<file path="config.mk">
export PLATFORM = sky130hd
export DESIGN_NAME = ssp_rx_fifo
export DESIGN_NICKNAME = d
export VERILOG_FILES = /design/src/rtl/ssp_rx_fifo.sv
export SDC_FILE = /design/constraint.sdc
export NUM_CORES = 1
export LEC_CHECK = 0
export CAP_MARGIN = 20
export CORE_MARGIN = 1
export CORE_UTILIZATION = 60
export DETAILED_ROUTE_END_ITERATION = 6
export PLACE_DENSITY_LB_ADDON = 0.08
export SLEW_MARGIN = 20
export SYNTH_ARGS = -nofsm -noshare
export SYNTH_HDL_FRONTEND = slang
export SYNTH_SLANG_ARGS = --single-unit
</file>
<file path="constraint.sdc">
create_clock -name clk_i -period 4.9 [get_ports clk_i]
set_input_delay 1.47 -clock clk_i [delete_from_list [all_inputs] [get_ports clk_i]]
set_output_delay 1.47 -clock clk_i [all_outputs]
set_load 0.005 [all_outputs]
</file>
<file path="src/rtl/ssp_rx_fifo.sv">
// TI-style SSP frame receiver with a first-word-fall-through receive FIFO.
// Optional sticky resync flag on output rx_frame_err when SSP_RX_FRAME_ERR_EN is defined.
module ssp_rx_fifo #(
  parameter int DATA_W     = 8,
  parameter int FIFO_DEPTH = 4,
  parameter int MSB_FIRST  = 1
) (
  input  logic                          clk_i,
  input  logic                          rst_i,
  input  logic                          sspclkin,
  input  logic                          sspfssin,
  input  logic                          ssprxd,
  input  logic                          do_read,
  input  logic                          clr_ovr,
  output logic [DATA_W-1:0]             rx_d,
  output logic                          rx_full,
  output logic [$clog2(FIFO_DEPTH):0]   rx_count,
  output logic                          rx_overrun
`ifdef SSP_RX_FRAME_ERR_EN
  ,
  output logic                          rx_frame_err
`endif
);

  localparam int AW = $clog2(FIFO_DEPTH);
  localparam int CW = AW + 1;
  localparam logic [3:0]    LAST_BIT = 4'(DATA_W - 1);
  localparam logic [CW-1:0] DEPTH_C  = CW'(FIFO_DEPTH);

  typedef enum logic {
    IDLE  = 1'b0,
    SHIFT = 1'b1
  } state_t;

  logic              sclk_s1_q, sclk_s2_q, sclk_s3_q;
  logic              fss_s1_q, fss_s2_q;
  logic              rxd_s1_q, rxd_s2_q;

  state_t            state_q;
  logic [3:0]        bit_cnt_q;
  logic [DATA_W-1:0] shift_q;
  logic [DATA_W-1:0] word_d;

  logic [DATA_W-1:0] mem_q [FIFO_DEPTH];
  logic [CW-1:0]     wr_ptr_q, rd_ptr_q;
  logic [CW-1:0]     count_s;
  logic              strobe_s, last_s, push_s, resync_s;
  logic              empty_s, full_s, pop_s, wr_en_s, ovr_set_s;
  logic              overrun_q;

  // Two-stage synchronisers on all pins, plus a third sspclkin stage for edge detection.
  always_ff @(posedge clk_i) begin
    if (rst_i) begin
      sclk_s1_q <= 1'b0;
      sclk_s2_q <= 1'b0;
      sclk_s3_q <= 1'b0;
      fss_s1_q  <= 1'b0;
      fss_s2_q  <= 1'b0;
      rxd_s1_q  <= 1'b0;
      rxd_s2_q  <= 1'b0;
    end else begin
      sclk_s1_q <= sspclkin;
      sclk_s2_q <= sclk_s1_q;
      sclk_s3_q <= sclk_s2_q;
      fss_s1_q  <= sspfssin;
      fss_s2_q  <= fss_s1_q;
      rxd_s1_q  <= ssprxd;
      rxd_s2_q  <= rxd_s1_q;
    end
  end

  assign strobe_s  = ~sclk_s2_q & sclk_s3_q;
  assign last_s    = (state_q == SHIFT) && (bit_cnt_q == LAST_BIT);
  assign push_s    = strobe_s && last_s;
  assign resync_s  = strobe_s && (state_q == SHIFT) && !last_s && fss_s2_q;

  // Shift register contents including the bit being sampled on this strobe.
  always_comb begin
    word_d = shift_q;
    if (MSB_FIRST != 0) begin
      word_d = {shift_q[DATA_W-2:0], rxd_s2_q};
    end else begin
      word_d = {rxd_s2_q, shift_q[DATA_W-1:1]};
    end
  end

  // Frame FSM: wait for FSS, then collect DATA_W bits; FSS inside a frame restarts it.
  always_ff @(posedge clk_i) begin
    if (rst_i) begin
      state_q   <= IDLE;
      bit_cnt_q <= 4'd0;
      shift_q   <= '0;
    end else if (strobe_s) begin
      case (state_q)
        IDLE: begin
          if (fss_s2_q) begin
            state_q   <= SHIFT;
            bit_cnt_q <= 4'd0;
            shift_q   <= '0;
          end else begin
            state_q   <= IDLE;
          end
        end
        SHIFT: begin
          if (last_s) begin
            state_q   <= fss_s2_q ? SHIFT : IDLE;
            bit_cnt_q <= 4'd0;
            shift_q   <= '0;
          end else if (fss_s2_q) begin
            bit_cnt_q <= 4'd0;
            shift_q   <= '0;
          end else begin
            shift_q   <= word_d;
            bit_cnt_q <= bit_cnt_q + 4'd1;
          end
        end
        default: begin
          state_q   <= IDLE;
          bit_cnt_q <= 4'd0;
          shift_q   <= '0;
        end
      endcase
    end else begin
      state_q <= state_q;
    end
  end

  assign count_s   = wr_ptr_q - rd_ptr_q;
  assign empty_s   = (count_s == {CW{1'b0}});
  assign full_s    = (count_s == DEPTH_C);
  assign pop_s     = do_read && !empty_s;
  assign wr_en_s   = push_s && (!full_s || pop_s);
  assign ovr_set_s = push_s && full_s && !pop_s;

  // FIFO storage and pointers; the pointer MSB distinguishes full from empty.
  always_ff @(posedge clk_i) begin
    if (rst_i) begin
      wr_ptr_q <= '0;
      rd_ptr_q <= '0;
      for (int i = 0; i < FIFO_DEPTH; i++) begin
        mem_q[i] <= '0;
      end
    end else begin
      if (wr_en_s) begin
        mem_q[wr_ptr_q[AW-1:0]] <= word_d;
        wr_ptr_q                <= wr_ptr_q + CW'(1);
      end
      if (pop_s) begin
        rd_ptr_q <= rd_ptr_q + CW'(1);
      end
    end
  end

  // Sticky overrun; a new drop in the same cycle beats the clear.
  always_ff @(posedge clk_i) begin
    if (rst_i) begin
      overrun_q <= 1'b0;
    end else if (ovr_set_s) begin
      overrun_q <= 1'b1;
    end else if (clr_ovr) begin
      overrun_q <= 1'b0;
    end else begin
      overrun_q <= overrun_q;
    end
  end

`ifdef SSP_RX_FRAME_ERR_EN
  logic frame_err_q;

  // Sticky resync flag, cleared together with the overrun flag.
  always_ff @(posedge clk_i) begin
    if (rst_i) begin
      frame_err_q <= 1'b0;
    end else if (resync_s) begin
      frame_err_q <= 1'b1;
    end else if (clr_ovr) begin
      frame_err_q <= 1'b0;
    end else begin
      frame_err_q <= frame_err_q;
    end
  end

  assign rx_frame_err = frame_err_q;
`else
  logic unused_resync_s;
  assign unused_resync_s = resync_s;
`endif

  assign rx_d       = mem_q[rd_ptr_q[AW-1:0]];
  assign rx_full    = !empty_s;
  assign rx_count   = count_s;
  assign rx_overrun = overrun_q;

endmodule

</file>
==> metrics, run 1 <==
status=finished clean; Synth cell types=38; max cap viols=0; cts repair resizes=0; worst-case vdd ir drop=0.3495 mV; fin cells=299; first-pass GRT wire length=8335 µm; pwr dens=424.3 nW/µm²; clk_lat worst skew=0.33 ns; Fmax=0.2558 GHz; clk buf depth=2; vias in the first global route=1,770; Worst Path Max Fanout=8; GPL Wtd Cong=0.8610; NetSw=309.1 µW; total track usage=25.79%; switching share of power=23.56%; CP Class=reg2out; Chip Width=68.37 µm; Vias/cell=5.957; asr flop ratio synth=0%; Final Cycle Share=79.77%; Leak=0.001060 µW; internal power=1003 µW; hold buffers post-CTS=0; Synth Flop Type=edfxtp_1; Initial Utilization=64.21%; CP cell instances=inv_1 -> ha_1 -> fa_1 -> xnor3_2 -> nand3_1 -> clkdlybuf4s50_1; RSZ-0062 raised after global routing=false; TritonCTS clock tree=done; Port Buf Inserts=19; Final Setup Violations=0; Die Ht=68.37 µm; Setup TNS=0 ns; Slew Viols, Final=0; Slew @ Worst Pin=0.9045 ns; Startpoint Class=flop; Final Hold Viols=0; clock root cell=clkbuf_8; Cells after DPL=283; HP Class=reg2reg; Post-DP Area=2868 µm²; largest net degree at the start of global routing=31; number of synthesized flops with an enable pin=32; Mean Syn Cell Area=11.85 µm²; crit path DAT=2.44 ns; hold_ws=0.4427 ns; vias=1,781; Final #Nets=256; CP Buf/Inv Count=2; Die ar.=4674 µm²; sequential area share after synthesis=57.58%; number of inserted diodes=0; clock share of power=37.2%; CTS sink count=60; ratio of cells with drive above 1 in the final layout=13.65%; Comb pwr share=18.7%; Worst R2R Setup Slack=2.08 ns; row count=23; HPWL Detailed=3535 µm; Residual DRC=0; clock slew at reported path FFs=0.06 ns; fin crit period=3.909 ns; Num CTS Buffers=9; critical path's slowest cell=clkdlybuf4s50_1; CORE AREA=4115 µm²; gr ovfl total=0; Post-DRT Antenna Nets=0; Routed Wire Length=5043 µm; Crit. End Element=output port; postcts setup bufs=0; IO Pins=20; Seq pwr share=44.1%; Critical Path RT=3.43 ns; synthesized area=2643 µm²; Syn Inst Count=223; yosys warns=0; Max-slew headroom=39.51%; register bit count reported by yosys=60; final instance area=3093 µm²; CP max stage delay=0.51 ns; H-tree levels=3; clk_skew=0.008537 ns; Area growth syn-to-layout=17.05%; initial antenna violation count=0; DRT iter0 DRCs=127; wire per inst=16.87 µm; DR pass1 iterations=4; post-synth net total=235; critical path's top delay family=buffers and inverters
==> cell type report <==
cell class | instances | area [µm²]
well taps | 50 | 62.56
clock inverters | 5 | 73.82
multi-input cells | 146 | 1054
fillers | 270 | 1022
repair buffers | 21 | 205.2
inverters | 6 | 25.02
clock buffers | 11 | 151.4
flip-flops and latches | 60 | 1521
==> cell families after synthesis <==
kind of cell    after synthesis  synth area share (%)
buf+inv                      17                 2.557
simple gates                 90                 17.76
compound gates               36                 9.281
mux                          14                 9.280
flops                        60                 57.58
xor+xnor                      1                0.8995
fa+ha+maj                     5                 2.652
==> per-stage QoR <==
| stage | utilization [%] | power (µW) | setup slack (ns) |
|---|---|---|---|
| 2_1_floorplan | - | 722.1 | 1.944 |
| 3_3_place_gp | 69.69 | 821.2 | 1.390 |
| 3_5_place_dp | 69.69 | 834.8 | 1.314 |
| 4_1_cts | 75.16 | 1322 | 0.9642 |
| 5_1_grt | 75.16 | 1372 | 0.8816 |
| 6_report | 75.16 | 1312 | 0.9912 |
==> registers in the layout (all words and copies together) (netlist names), named ones only <==
name / count
shift_q: 7
bit_cnt_q: 4
state_q: 1
rd_ptr_q: 3
rxd_s2_q: 1
sclk_s1_q: 1
mem_q: 32
fss_s1_q: 1
wr_ptr_q: 3
fss_s2_q: 1
rx_overrun: 1
rxd_s1_q: 1
sclk_s2_q: 1
sclk_s3_q: 1
==> Yosys cell counts, types with 2 or more instances <==
library cell | number | area (µm²)
o2111ai_2 | 3 | 45.04
nand3b_1 | 3 | 22.52
a21oi_1 | 12 | 60.06
ha_1 | 4 | 50.05
mux2_1 | 2 | 22.52
nor2b_1 | 12 | 75.07
inv_1 | 5 | 18.77
mux4_2 | 8 | 180.2
mux2_2 | 2 | 22.52
nand2b_1 | 17 | 106.4
nor2_1 | 41 | 153.9
mux2i_1 | 2 | 20.02
nand3_1 | 11 | 55.05
clkbuf_1 | 9 | 33.78
o21ai_0 | 11 | 55.05
dfxtp_1 | 28 | 560.5
edfxtp_1 | 32 | 960.9
==> power groups by stage <==
stage / clock network (µW) / logic, µW / registers (µW)
after floorplan: 0 / 155 / 567
after global placement: 0 / 233 / 588
after detailed placement: 0 / 244 / 591
after CTS: 496 / 246 / 580
after global routing: 523 / 265 / 584
final: 489 / 245 / 579
==> placed cells by master (no fill, tap or decap), types with 3 or more instances in the layout <==
master and n:
nor2_1 41, nand2b_1 17, dfxtp_1 28, o2111ai_2 3, nor2b_1 12, nand3b_1 3, a21oi_1 12, o21ai_0 11
mux4_2 8, inv_1 5, ha_1 4, clkdlybuf4s50_1 19, edfxtp_1 32, clkbuf_8 11, nand3_1 11
==> path summary, 6_finish.rpt <==
path,startpoint,depth (start not counted),to
hold reg to reg,fss_s1_q,1,fss_s2_q
setup reg to reg,wr_ptr_q[0],6,mem_q[2][6]
setup / recovery,wr_ptr_q[0],6,rx_full
hold / removal,fss_s1_q,1,fss_s2_q
==> metal layers <==
metal  part of all wire [%]  vias up  GRT usage, %  routed length, µm
li1                       -      851             -                  -
met2                     53       45         43.50               2655
met3                    3.3        8         7.833                168
met1                     42      877         29.63               2139
met5                      0        -             0                  0
met4                    1.6        0         12.24                 80
Note: power is estimated with default switching activity, not from simulation.
==> run 2, diff against run 1 <==
--- a/config.mk
+++ b/config.mk
@@ -7,7 +7,7 @@
 export LEC_CHECK = 0
 export CAP_MARGIN = 20
 export CORE_MARGIN = 1
-export CORE_UTILIZATION = 60
+export CORE_UTILIZATION = 52
 export DETAILED_ROUTE_END_ITERATION = 6
 export PLACE_DENSITY_LB_ADDON = 0.08
 export SLEW_MARGIN = 20
==> constraint.sdc (replaced) <==
create_clock -name clk_i -period 3.2 [get_ports clk_i]
set_input_delay 0.96 -clock clk_i [delete_from_list [all_inputs] [get_ports clk_i]]
set_output_delay 0.96 -clock clk_i [all_outputs]
set_load 0.005 [all_outputs]
==> run 2 against run 1 <==
Effect of this change: combinational power rose by 59%; first-iteration DRC count rose by 35%; sequential share of layout area fell by 0.35 points; largest cell class unchanged; cell area rose by 0.97%; clock skew fell by 0.0020 ns; critical endpoint unchanged; critical path depth rose by 1; worst hold slack improved by 0.0060 ns; critical path type unchanged; wire length fell by 1.4%; die area rose by 15%; final cell count rose by 7.7%; sequential cell count did not move.
==> metrics, run 2 (same netlist as run 1, synthesis figures left out) <==
gr ovfl total=0 (unchanged); clock slew at reported path FFs=0.06 ns (about the same); Slew Viols, Final=0 (unchanged); DRT iter0 DRCs=172 (+35%); crit path DAT=2.09 ns (-0.35 ns); max cap viols=0 (unchanged); HPWL Detailed=3549 µm (+0.38%); HP Class=reg2reg; initial antenna violation count=0 (unchanged); pwr dens=591.7 nW/µm² (+39%); status=finished clean; H-tree levels=3 (unchanged); Num CTS Buffers=9 (unchanged); Worst Path Max Fanout=7 (-1); CP cell instances=inv_1 -> ha_1 -> fa_2 -> xnor3_2 -> buf_4 -> nand3_1 -> dlygate4sd2_1; Final Hold Viols=0 (unchanged); final design utilization=64.83% (-10 points); Max-slew headroom=62.30% (+23 points); TritonCTS clock tree=done; number of inserted diodes=0 (unchanged); Area growth syn-to-layout=18.18%; IO Pins=20 (unchanged); commonest non-fill, non-tap cell in the layout=nor2_1; commonest non-fill, non-tap cells in the layout=nor2_1, edfxtp_1, dfxtp_1; top flop regs=mem_q (32), shift_q (7), bit_cnt_q (4); Initial Utilization=54.86% (-9.4 points); CORE AREA=4817 µm² (+17%); Die ar.=5371 µm² (+15%); cells on worst reg2reg path=8 (+2); largest net degree at the start of global routing=46 (+48%); first-pass GRT wire length=8452 µm (+1.4%); wire per inst=15.45 µm (-8.4%); total track usage=21.87% (-3.9 points); Final Cycle Share=95.27%; Routed Wire Length=4974 µm (-1.4%); GPL Wtd Cong=0.8252 (-4.2%); max FFs per register=32 (unchanged); Leak=0.001082 µW (+2.0%); row count=25 (+8.7%); worst-case vdd ir drop=0.3094 mV (-11%); pre-CTS setup slack=0.1297 ns (-1.184 ns); CP Class=reg2out; clk buf depth=2 (unchanged); Residual DRC=0 (unchanged); Fmax=0.3280 GHz; clock root cell=clkbuf_8; Hold Path Cell Cnt=1 (unchanged); clk_skew=0.006575 ns (-0.001962 ns); Vias/cell=5.441 (-8.7%); CP max stage delay=0.37 ns (-0.14 ns); Final #Nets=262 (+2.3%); final worst setup slack=0.1514 ns (-0.8397 ns); Final Setup Violations=0 (unchanged); clk_lat worst skew=0.33 ns (about the same); RSZ-0062 raised after global routing=false; Chip Width=73.29 µm (+7.2%); vias in the first global route=1,799 (+1.6%); fin crit period=3.049 ns; CTS sink count=60 (unchanged); Post-DRT Antenna Nets=0 (unchanged); critical path's slowest cell=dfxtp_4; Die Ht=73.29 µm (+7.2%); total power=1848 µW (+41%); Setup TNS=0 ns (unchanged); Port Buf Inserts=19 (unchanged); Slew @ Worst Pin=0.5643 ns (-0.3402 ns); Crit. End Element=output port; Top reg by flops=mem_q; Startpoint Class=flop; ratio of cells with drive above 1 in the final layout=16.08% (+2.4 points); vias=1,752 (-1.6%); DR pass1 iterations=4 (unchanged); Critical Path RT=2.24 ns (-1.19 ns)
-- run 2: cell count changes in the layout (fill, tap and decap cells not counted), sizes merged --
cell | before | now
clkdlybuf4s50 | 19 | 17
bufinv | 2 | 0
dlymetal6s2s | 0 | 1
buf | 2 | 8
dlygate4sd2 | 0 | 1
clkinv | 3 | 5
-- run 2: power by group --
part	internal, µW	switching [µW]	total [µW]
Clock	296	277	573
Combinational	228	161	389
Sequential	841	44.8	886
-- run 2: layout make-up --
| class | instances | area, µm² |
|---|---|---|
| Tap cell | 67 | 83.83 |
| Timing Repair Buffer | 27 | 264.0 |
| Sequential cell | 60 | 1525 |
| Clock buffer | 11 | 141.4 |
| Fill cell | 388 | 1694 |
| Clock inverter | 5 | 27.53 |
| Multi-Input combinational cell | 146 | 1056 |
| Inverter | 6 | 25.02 |
-- run 2: per-layer routing --
metal / vias up / track usage, % / routed length, µm
met5: - / 0 / 0
met4: 0 / 12.42 / 83
met3: 10 / 4.938 / 139
met2: 32 / 34.57 / 2506
met1: 852 / 27.81 / 2245
li1: 858 / - / -
-- run 2: path summary, 6_finish.rpt --
path	start	endpoint	slack, ns
min	sclk_s1_q	sclk_s2_q	0.45
min reg2reg	sclk_s1_q	sclk_s2_q	0.45
max	wr_ptr_q[0]	rx_full	0.15
max reg2reg	wr_ptr_q[0]	mem_q[3][3]	0.76
-- run 2: worst max-delay path: cells and delay by family (launching register included) --
| kind | cells | cell delay (ns) |
|---|---|---|
| adder cells (fa/ha/maj) | 2 | 0.55 |
| flip-flops | 1 | 0.37 |
| AND/OR/NAND/NOR | 1 | 0.10 |
| buffers and inverters | 3 | 0.47 |
| XOR/XNOR | 1 | 0.27 |
-- run 2: repair_timing --
item                                    4_1_cts  5_1_grt
gates resized for setup                       3        2
endpoints found under the setup margin        2        2
buffers inserted                              2        0
hold buffers                                  0        0
-- run 2: through the flow --
step / hold slack (ns) / instances / area, µm²
after floorplan: 0.4138 / 223 / 2643
after global placement: 0.4364 / 304 / 2932
after detailed placement: 0.4481 / 304 / 2932
after CTS: 0.4537 / 322 / 3118
after global routing: 0.4647 / 322 / 3123
final: 0.4488 / 322 / 3123
==> run 3, diff against run 2 <==
--- a/config.mk
+++ b/config.mk
@@ -9,6 +9,7 @@
 export CORE_MARGIN = 1
 export CORE_UTILIZATION = 52
 export DETAILED_ROUTE_END_ITERATION = 6
+export GPL_TIMING_DRIVEN = 0
 export PLACE_DENSITY_LB_ADDON = 0.08
 export SLEW_MARGIN = 20
 export SYNTH_ARGS = -nofsm -noshare
==> run 3 against run 2 <==
Effect of this change: non-clock buffer count increased by 4; cell area is 0.32% higher; global-route usage decreased by 0.33 points; sequential share of layout area fell by 0.12 points; register-to-register slack got worse by 0.25 ns; final cell count increased by 1.2%; via count up 1.2%; combinational power up 7.5%; critical path type unchanged; first-iteration DRC count decreased by 34%.
==> metrics, run 3 (same netlist as run 1, synthesis figures left out) <==
status=finished clean; Die ar.=5371 µm² (unchanged); largest net degree at the start of global routing=11 (-76%); IO Pins=20 (unchanged); Setup TNS=0 ns (unchanged); Post-DRT Antenna Nets=0 (unchanged); commonest non-fill, non-tap cells in the layout=nor2_1, edfxtp_1, dfxtp_1; Die Ht=73.29 µm (unchanged); clock slew at reported path FFs=0.06 ns (about the same); commonest non-fill, non-tap cell in the layout=nor2_1; Area growth syn-to-layout=18.56%; Fmax=0.3185 GHz (-2.9%); Num CTS Buffers=9 (unchanged); critical path launch point=wr_ptr_q[0]; Crit. End Element=output port; Slew Viols, Final=0 (unchanged); Top reg by flops=mem_q; CP Class=reg2out; Final Hold Viols=0 (unchanged); Cells after DPL=308 (+1.3%); Residual DRC=0 (unchanged); HPWL Detailed=3391 µm (-4.4%); Fillers=419 (+8.0%); Routed Wire Length=4945 µm (-0.58%); Endpoint, Worst Hold=sclk_s2_q; worst-case vdd ir drop=0.3246 mV (+4.9%); Final #Nets=266 (+1.5%); CP max stage delay=0.50 ns (+0.13 ns); Final Cycle Share=98.13% (+2.9 points); fin cells=326 (+1.2%); crit path DAT=2.18 ns (+0.09 ns); GPL Wtd Cong=0.7620 (-7.7%); Final Setup Violations=0 (unchanged); max cap viols=0 (unchanged); DR pass1 iterations=5 (+1); pwr dens=620.7 nW/µm² (+4.9%); HP Class=reg2reg; first-pass GRT wire length=8231 µm (-2.6%); fin crit period=3.140 ns (+0.09161 ns); vias=1,773 (+1.2%); Port Buf Inserts=18 (-1); row count=25 (unchanged); vias in the first global route=1,759 (-2.2%); RSZ-0062 raised after global routing=false; total track usage=21.53% (-0.33 points); Initial Utilization=54.86% (unchanged); top flop regs=mem_q (32), shift_q (7), bit_cnt_q (4); clk buf depth=2 (unchanged); clk_lat worst skew=0.34 ns (about the same); ratio of cells with drive above 1 in the final layout=13.90% (-2.2 points); Worst R2R Setup Slack=0.51 ns (-0.25 ns); Leak=0.001064 µW (-1.6%); Hold Path Cell Cnt=1 (unchanged); clk_skew=0.007853 ns (+0.001278 ns); H-tree levels=3 (unchanged); critical path's slowest cell=clkdlybuf4s50_1; Max-slew headroom=51.83% (-10 points); worst flop-to-flop path endpoint=mem_q[1][0]; CORE AREA=4817 µm² (unchanged); Critical Path RT=2.24 ns (about the same); Slew @ Worst Pin=0.7194 ns (+0.1551 ns); max FFs per register=32 (unchanged); Startpoint Class=flop; Reg2Reg Launch Point=wr_ptr_q[0]; cells on worst reg2reg path=6 (-2); clock root cell=clkbuf_8; Chip Width=73.29 µm (unchanged); hold path start=sclk_s1_q; DRT iter0 DRCs=113 (-34%); gr ovfl total=0 (unchanged); Worst Path Max Fanout=3 (-4); Vias/cell=5.439 (about the same); CTS sink count=60 (unchanged); number of inserted diodes=0 (unchanged); hold buffers post-CTS=0 (unchanged); initial antenna violation count=0 (unchanged); CP cell instances=inv_1 -> ha_1 -> fa_1 -> xnor3_2 -> nand3_2 -> clkdlybuf4s50_1; wire per inst=15.17 µm (-1.8%); TritonCTS clock tree=done
-- run 3: area by class of cell --
type                            count  area (µm²)  area share, %
Timing Repair Buffer               20       195.2          6.230
Multi-Input combinational cell    146        1059          33.79
Buffer                             11       42.54          1.358
Tap cell                           67       83.83          2.676
Inverter                            6       25.02         0.7987
Clock buffer                       16       201.4          6.430
Sequential cell                    60        1526          48.72
-- run 3: what timing repair did --
action,in CTS,in global routing
gates resized for setup,3,1
setup buffers,2,0
setup endpoints to repair,2,2
hold endpoints to repair,0,0
-- run 3: through the flow --
stage / cell area (µm²) / hold slack, ns / utilization (%) / worst slack [ns] / total power (µW)
finish: 3133 / 0.4479 / 65.04 / 0.05983 / 1945
global route: 3133 / 0.4660 / 65.04 / 0.007657 / 2021
CTS: 3132 / 0.4587 / 65.01 / 0.02988 / 1966
global placement: 2907 / 0.4232 / 60.34 / 0.1386 / 1276
detailed placement: 2907 / 0.4398 / 60.34 / 0.09139 / 1280
floorplan: 2643 / 0.4138 / - / 0.7544 / 1106
-- run 3: critical path: cells and delay by family, from the launching register on --
| kind | cells | cell delay (ns) |
|---|---|---|
| xor gates and xnor gates | 1 | 0.29 |
| adders and majority gates | 2 | 0.57 |
| buffers and inverters | 2 | 0.55 |
| DFF | 1 | 0.34 |
| and+or+nand+nor | 1 | 0.11 |
-- run 3: per-layer routing --
layer / global-route usage [%] / part of all wire (%) / up-vias
met3: 4.115 / 4.9 / 8
met4: 13.73 / 1.9 / 0
met1: 26.97 / 44 / 853
li1: - / - / 874
met2: 34.36 / 49 / 38
met5: 0 / 0 / -
-- run 3: worst max-delay path by stage --
stage / to / slack [ns] / cells past startpoint
2_1_floorplan: rx_full / 0.75 / 5
3_3_place_gp: rx_full / 0.14 / 6
3_5_place_dp: mem_q[1][2] / 0.09 / 4
4_1_cts: rx_full / 0.03 / 6
5_1_grt: rx_full / 0.008 / 6
6_report: rx_full / 0.06 / 6
-- run 3: power breakdown --
group          internal (µW)  leakage (µW)  switching [µW]
Sequential               841      0.000559            16.6
Combinational            234      0.000403             185
Clock                    393      0.000102             276
==> RTL change 1: new RTL, settings of run 1 <==
Set the parameter `MSB_FIRST` to 0 (it was 1).
--- a/src/rtl/ssp_rx_fifo.sv
+++ b/src/rtl/ssp_rx_fifo.sv
@@ -3,7 +3,7 @@
 module ssp_rx_fifo #(
   parameter int DATA_W     = 8,
   parameter int FIFO_DEPTH = 4,
-  parameter int MSB_FIRST  = 1
+  parameter int MSB_FIRST  = 0
 ) (
   input  logic                          clk_i,
   input  logic                          rst_i,
Formal check against the unedited RTL: same outputs for any inputs over 10 cycles, from zero or initial values and one cycle with rst_i high; that may be too few to reach the edited logic, so the function may still have changed.
==> RTL change 1 against run 1 <==
Area after synthesis rose by 2.4%; global-route usage fell by 1.6 points; critical path depth did not move; synthesized cell count rose by 2.2%; final area rose by 0.69%; clock power fell by 9.2%; sequential cell count did not move; power rose by 0.27%; combinational power rose by 18%; sequential share of layout area fell by 0.34 points; worst setup slack got worse by 0.29 ns; wire length rose by 2.4%; sequential power rose by 0.9%; largest power group unchanged; highest routed layer unchanged.
==> RTL change 1: results (changes against run 1) <==
GRT_USAGE_PCT=24.2  # -1.6 points
POST_SYNTH_MOST_FREQUENT_CELLS='sky130_fd_sc_hd__nor2_1 (38), sky130_fd_sc_hd__edfxtp_1 (32), sky130_fd_sc_hd__dfxtp_1 (28)'
ANTENNA_FOUND_INITIAL=0  # unchanged
MULTI_INPUT_COMB_CELLS=147  # +0.68%
MAX_SLEW.WORST_PIN.SLEW_NS=0.919  # +0.0148 ns
FINAL_LAYOUT_FILL_CELL_COUNT=307  # +14%
OUTCOME='complete, no violations'
VIA_COUNT_OF_THE_FIRST_GLOBAL_ROUTING_PASS=1775  # +0.28%
MULTI_INPUT_AREA_MM2=0.00110  # +4.5%
POST_DRT_VIA_CELL_RATIO=6.03  # +1.2%
DPL.CELL_COUNT=286  # +1.1%
WORST-PATH-MAX-FANOUT=11  # +3
GRT_PASS1_WL_MM=8.69  # +4.2%
POST_SYNTH_MAIN_AREA_CONTRIBUTORS='sky130_fd_sc_hd__edfxtp_1 (36%), sky130_fd_sc_hd__dfxtp_1 (21%), sky130_fd_sc_hd__mux4_2 (6.7%)'
REG2REG_SETUP_SLACK_NS=1.85  # -0.23 ns
R2R_END='mem_q[1][7]'
CLKCELLAREAFRAC_PCT=6.51  # -0.77 points
SEQ_AREA_FRAC_SYNTH_PCT=56.2  # -1.4 points
POST_LAYOUT_NONFILLER_INSTANCES=302  # +1.0%
FINISH.NET_COUNT=257  # +0.39%
GP_CONGESTION=0.884  # +2.6%
MET3_USAGE_PCT=5.41  # -2.4 points
ROUTE.MET2.WL_MM=2.65  # -0.19%
LEAKAGEPOWER_nW=1.05  # -0.67%
MET1WIRELENGTH_MM=2.19  # +2.4%
CPPEAKSTAGEDELAY_NS=0.55  # +0.04 ns
M2_GR_USAGE_PCT=40.0  # -3.5 points
SYNTH.AVG_CELL_AREA_UM2=11.9  # +0.17%
P_COMB_SHARE_PCT=21.9  # +3.2 points
MET3_WIRELENGTH_UM=201  # +20%
SYN_NETS=240  # +2.1%
DETAILED_PLACE_HPWL_MM=3.61  # +2.0%
LAYOUT-DRIVE-GT1-SHARE_PCT=14.0  # +0.35 points
PG_SEQ_mW=0.584  # +0.9%
BUFFER_AREA_SHARE_PCT=6.35  # -0.29 points
GRT_MAX_DEGREE=29  # -6.5%
CRITICAL_PATH.SLOWEST_CELL='sky130_fd_sc_hd__xnor3_1'
WL_PER_CELL_UM=17.1  # +1.3%
NNONCLKBUFFERS=20  # -4.8%
WORST_CLOCK_SKEW_NS=0.00846  # -0.0000769 ns
INITIAL_DRC_COUNT=148  # +17%
## RTL change 1: cell count changes in the layout (fill, tap and decap cells not counted), sizes merged, moves of 2 or more
cell and delta:
nand4 +10, nand3 -9, nor2 -3, a31oi +2, nor4 +2
## RTL change 1: cells by family (layout without fill, tap and decap cells)
group	Yosys count	after routing	synth area share, %
muxes	14	14	9.20
adders and majority gates	5	5	2.59
xor gates and xnor gates	1	1	0.832
AOI/OAI and AO/OA	37	37	9.94
and+or+nand+nor	90	90	17.9
DFF	60	60	56.2
buffers and inverters	21	43	3.28
## RTL change 1: stage by stage
stage	cell area (um^2)	hold WS, ns	total power, mW	util, %	setup slack (ns)
detailed placement	2910	0.428	0.882	66.8	1.06
global route	3110	0.463	1.37	71.5	0.566
CTS	3110	0.448	1.32	71.4	0.702
floorplan	2710	0.414	0.768	-	1.88
global placement	2910	0.420	0.867	66.8	1.22
finish	3110	0.442	1.32	71.5	0.705
==> RTL change 2: new RTL, settings of run 1 <==
Without the edit above. Add an input register stage for `ssprxd`; this delays it by one clock. The other inputs are not delayed to match.
--- a/src/rtl/ssp_rx_fifo.sv
+++ b/src/rtl/ssp_rx_fifo.sv
@@ -32,6 +32,12 @@
     SHIFT = 1'b1
   } state_t;
 
+  logic ssprxd_q;
+
+  always_ff @(posedge clk_i) begin
+    ssprxd_q <= ssprxd;
+  end
+
   logic              sclk_s1_q, sclk_s2_q, sclk_s3_q;
   logic              fss_s1_q, fss_s2_q;
   logic              rxd_s1_q, rxd_s2_q;
@@ -64,7 +70,7 @@
       sclk_s3_q <= sclk_s2_q;
       fss_s1_q  <= sspfssin;
       fss_s2_q  <= fss_s1_q;
-      rxd_s1_q  <= ssprxd;
+      rxd_s1_q  <= ssprxd_q;
       rxd_s2_q  <= rxd_s1_q;
     end
   end
Formal check against the unedited RTL: same outputs for any inputs over 10 cycles, from zero or initial values and one cycle with rst_i high; that may be too few to reach the edited logic, so the function may still have changed.
==> RTL change 2 against run 1 <==
Clock power fell by 12%; worst setup slack got worse by 0.045 ns; clock skew is 0.00074 ns higher; die area increased by 0.73%; wire length is 2.4% lower; area after synthesis grew 0.76%; sequential cell count grew 1; power is 3.7% lower; non-clock buffer count is the same; final area is 0.57% lower; hold slack improved by 0.0093 ns; sequential share of layout area is 0.93 points higher; largest cell class unchanged; highest routed layer unchanged.
==> RTL change 2: results (changes against run 1) <==
GP_CONGESTION=0.851  # -1.2%
MET3_WIRELENGTH_UM=185  # +10%
FRACTION_OF_POWER_SPENT_SWITCHING_NETS_PCT=24.8  # +1.3 points
SEQ_AREA_FRAC_SYNTH_PCT=57.9  # +0.32 points
POSTPLACECELLAREA_MM2=0.00289  # +0.70%
OUTCOME='complete, no violations'
LAYOUT-DRIVE-GT1-SHARE_PCT=12.4  # -1.3 points
MET3_USAGE_PCT=6.91  # -0.93 points
SYN_NETS=236  # +0.43%
DPL.CELL_COUNT=284  # +0.35%
WHS_NS=0.452  # +0.00928 ns
P_COMB_SHARE_PCT=19.6  # +0.9 points
INITIAL_DRC_COUNT=125  # -1.6%
ROUTER_ITERATIONS_BEFORE_ANTENNA_REPAIR=5  # +1
HOLD_PATH_STARTPOINT='sclk_s1_q'
GRT_PASS1_WL_MM=8.18  # -1.8%
PRE_CTS_SLACK_NS=1.34  # +0.0301 ns
FINALPOWER_mW=1.26  # -3.7%
WORST_HOLD_ENDPOINT='sclk_s2_q'
REG2REG_SETUP_SLACK_NS=2.12  # +0.04 ns
VIA_COUNT_OF_THE_FIRST_GLOBAL_ROUTING_PASS=1675  # -5.4%
CPPEAKSTAGEDELAY_NS=0.53  # +0.02 ns
LEAKAGEPOWER_nW=1.05  # -1.3%
MAX_SLEW.WORST_PIN.SLEW_NS=0.869  # -0.0353 ns
GRT_USAGE_PCT=24.7  # -1.1 points
USE_MET1_PCT=30.7  # +1.0 points
ROUTE.MET2.WL_MM=2.50  # -5.7%
PWR.GROUP.CLOCK_mW=0.429  # -12%
WORSTPATHARRIVAL_NS=2.48  # +0.04 ns
VDD_DROP_MAX_mV=0.331  # -5.3%
SYNTH.AVG_CELL_AREA_UM2=11.9  # +0.31%
M2_GR_USAGE_PCT=40.8  # -2.7 points
POST_SYNTH_MAIN_AREA_CONTRIBUTORS='sky130_fd_sc_hd__edfxtp_1 (36%), sky130_fd_sc_hd__dfxtp_1 (22%), sky130_fd_sc_hd__mux4_2 (6.8%)'
POST_LAYOUT_NONFILLER_INSTANCES=300  # +0.33%
R2R_END='mem_q[1][1]'
RTL change 2: cell type report:
| class | instances | area (um^2) |
|---|---|---|
| fill | 253 | 1040 |
| multi-input combinational | 146 | 1050 |
| clock inverter | 2 | 35.0 |
| tap | 50 | 62.6 |
| clock buffer | 14 | 153 |
| sequential | 61 | 1540 |
| inverter | 6 | 25.0 |
| timing repair buffer | 21 | 205 |
RTL change 2: cells by family (layout without fill, tap and decap cells):
| group | Yosys count | after routing | synth area share, % |
|---|---|---|---|
| AOI/OAI and AO/OA | 36 | 36 | 9.21 |
| xor gates and xnor gates | 1 | 1 | 0.893 |
| adders and majority gates | 5 | 5 | 2.63 |
| buffers and inverters | 17 | 43 | 2.54 |
| DFF | 61 | 61 | 57.9 |
| muxes | 14 | 14 | 9.21 |
| and+or+nand+nor | 90 | 90 | 17.6 |
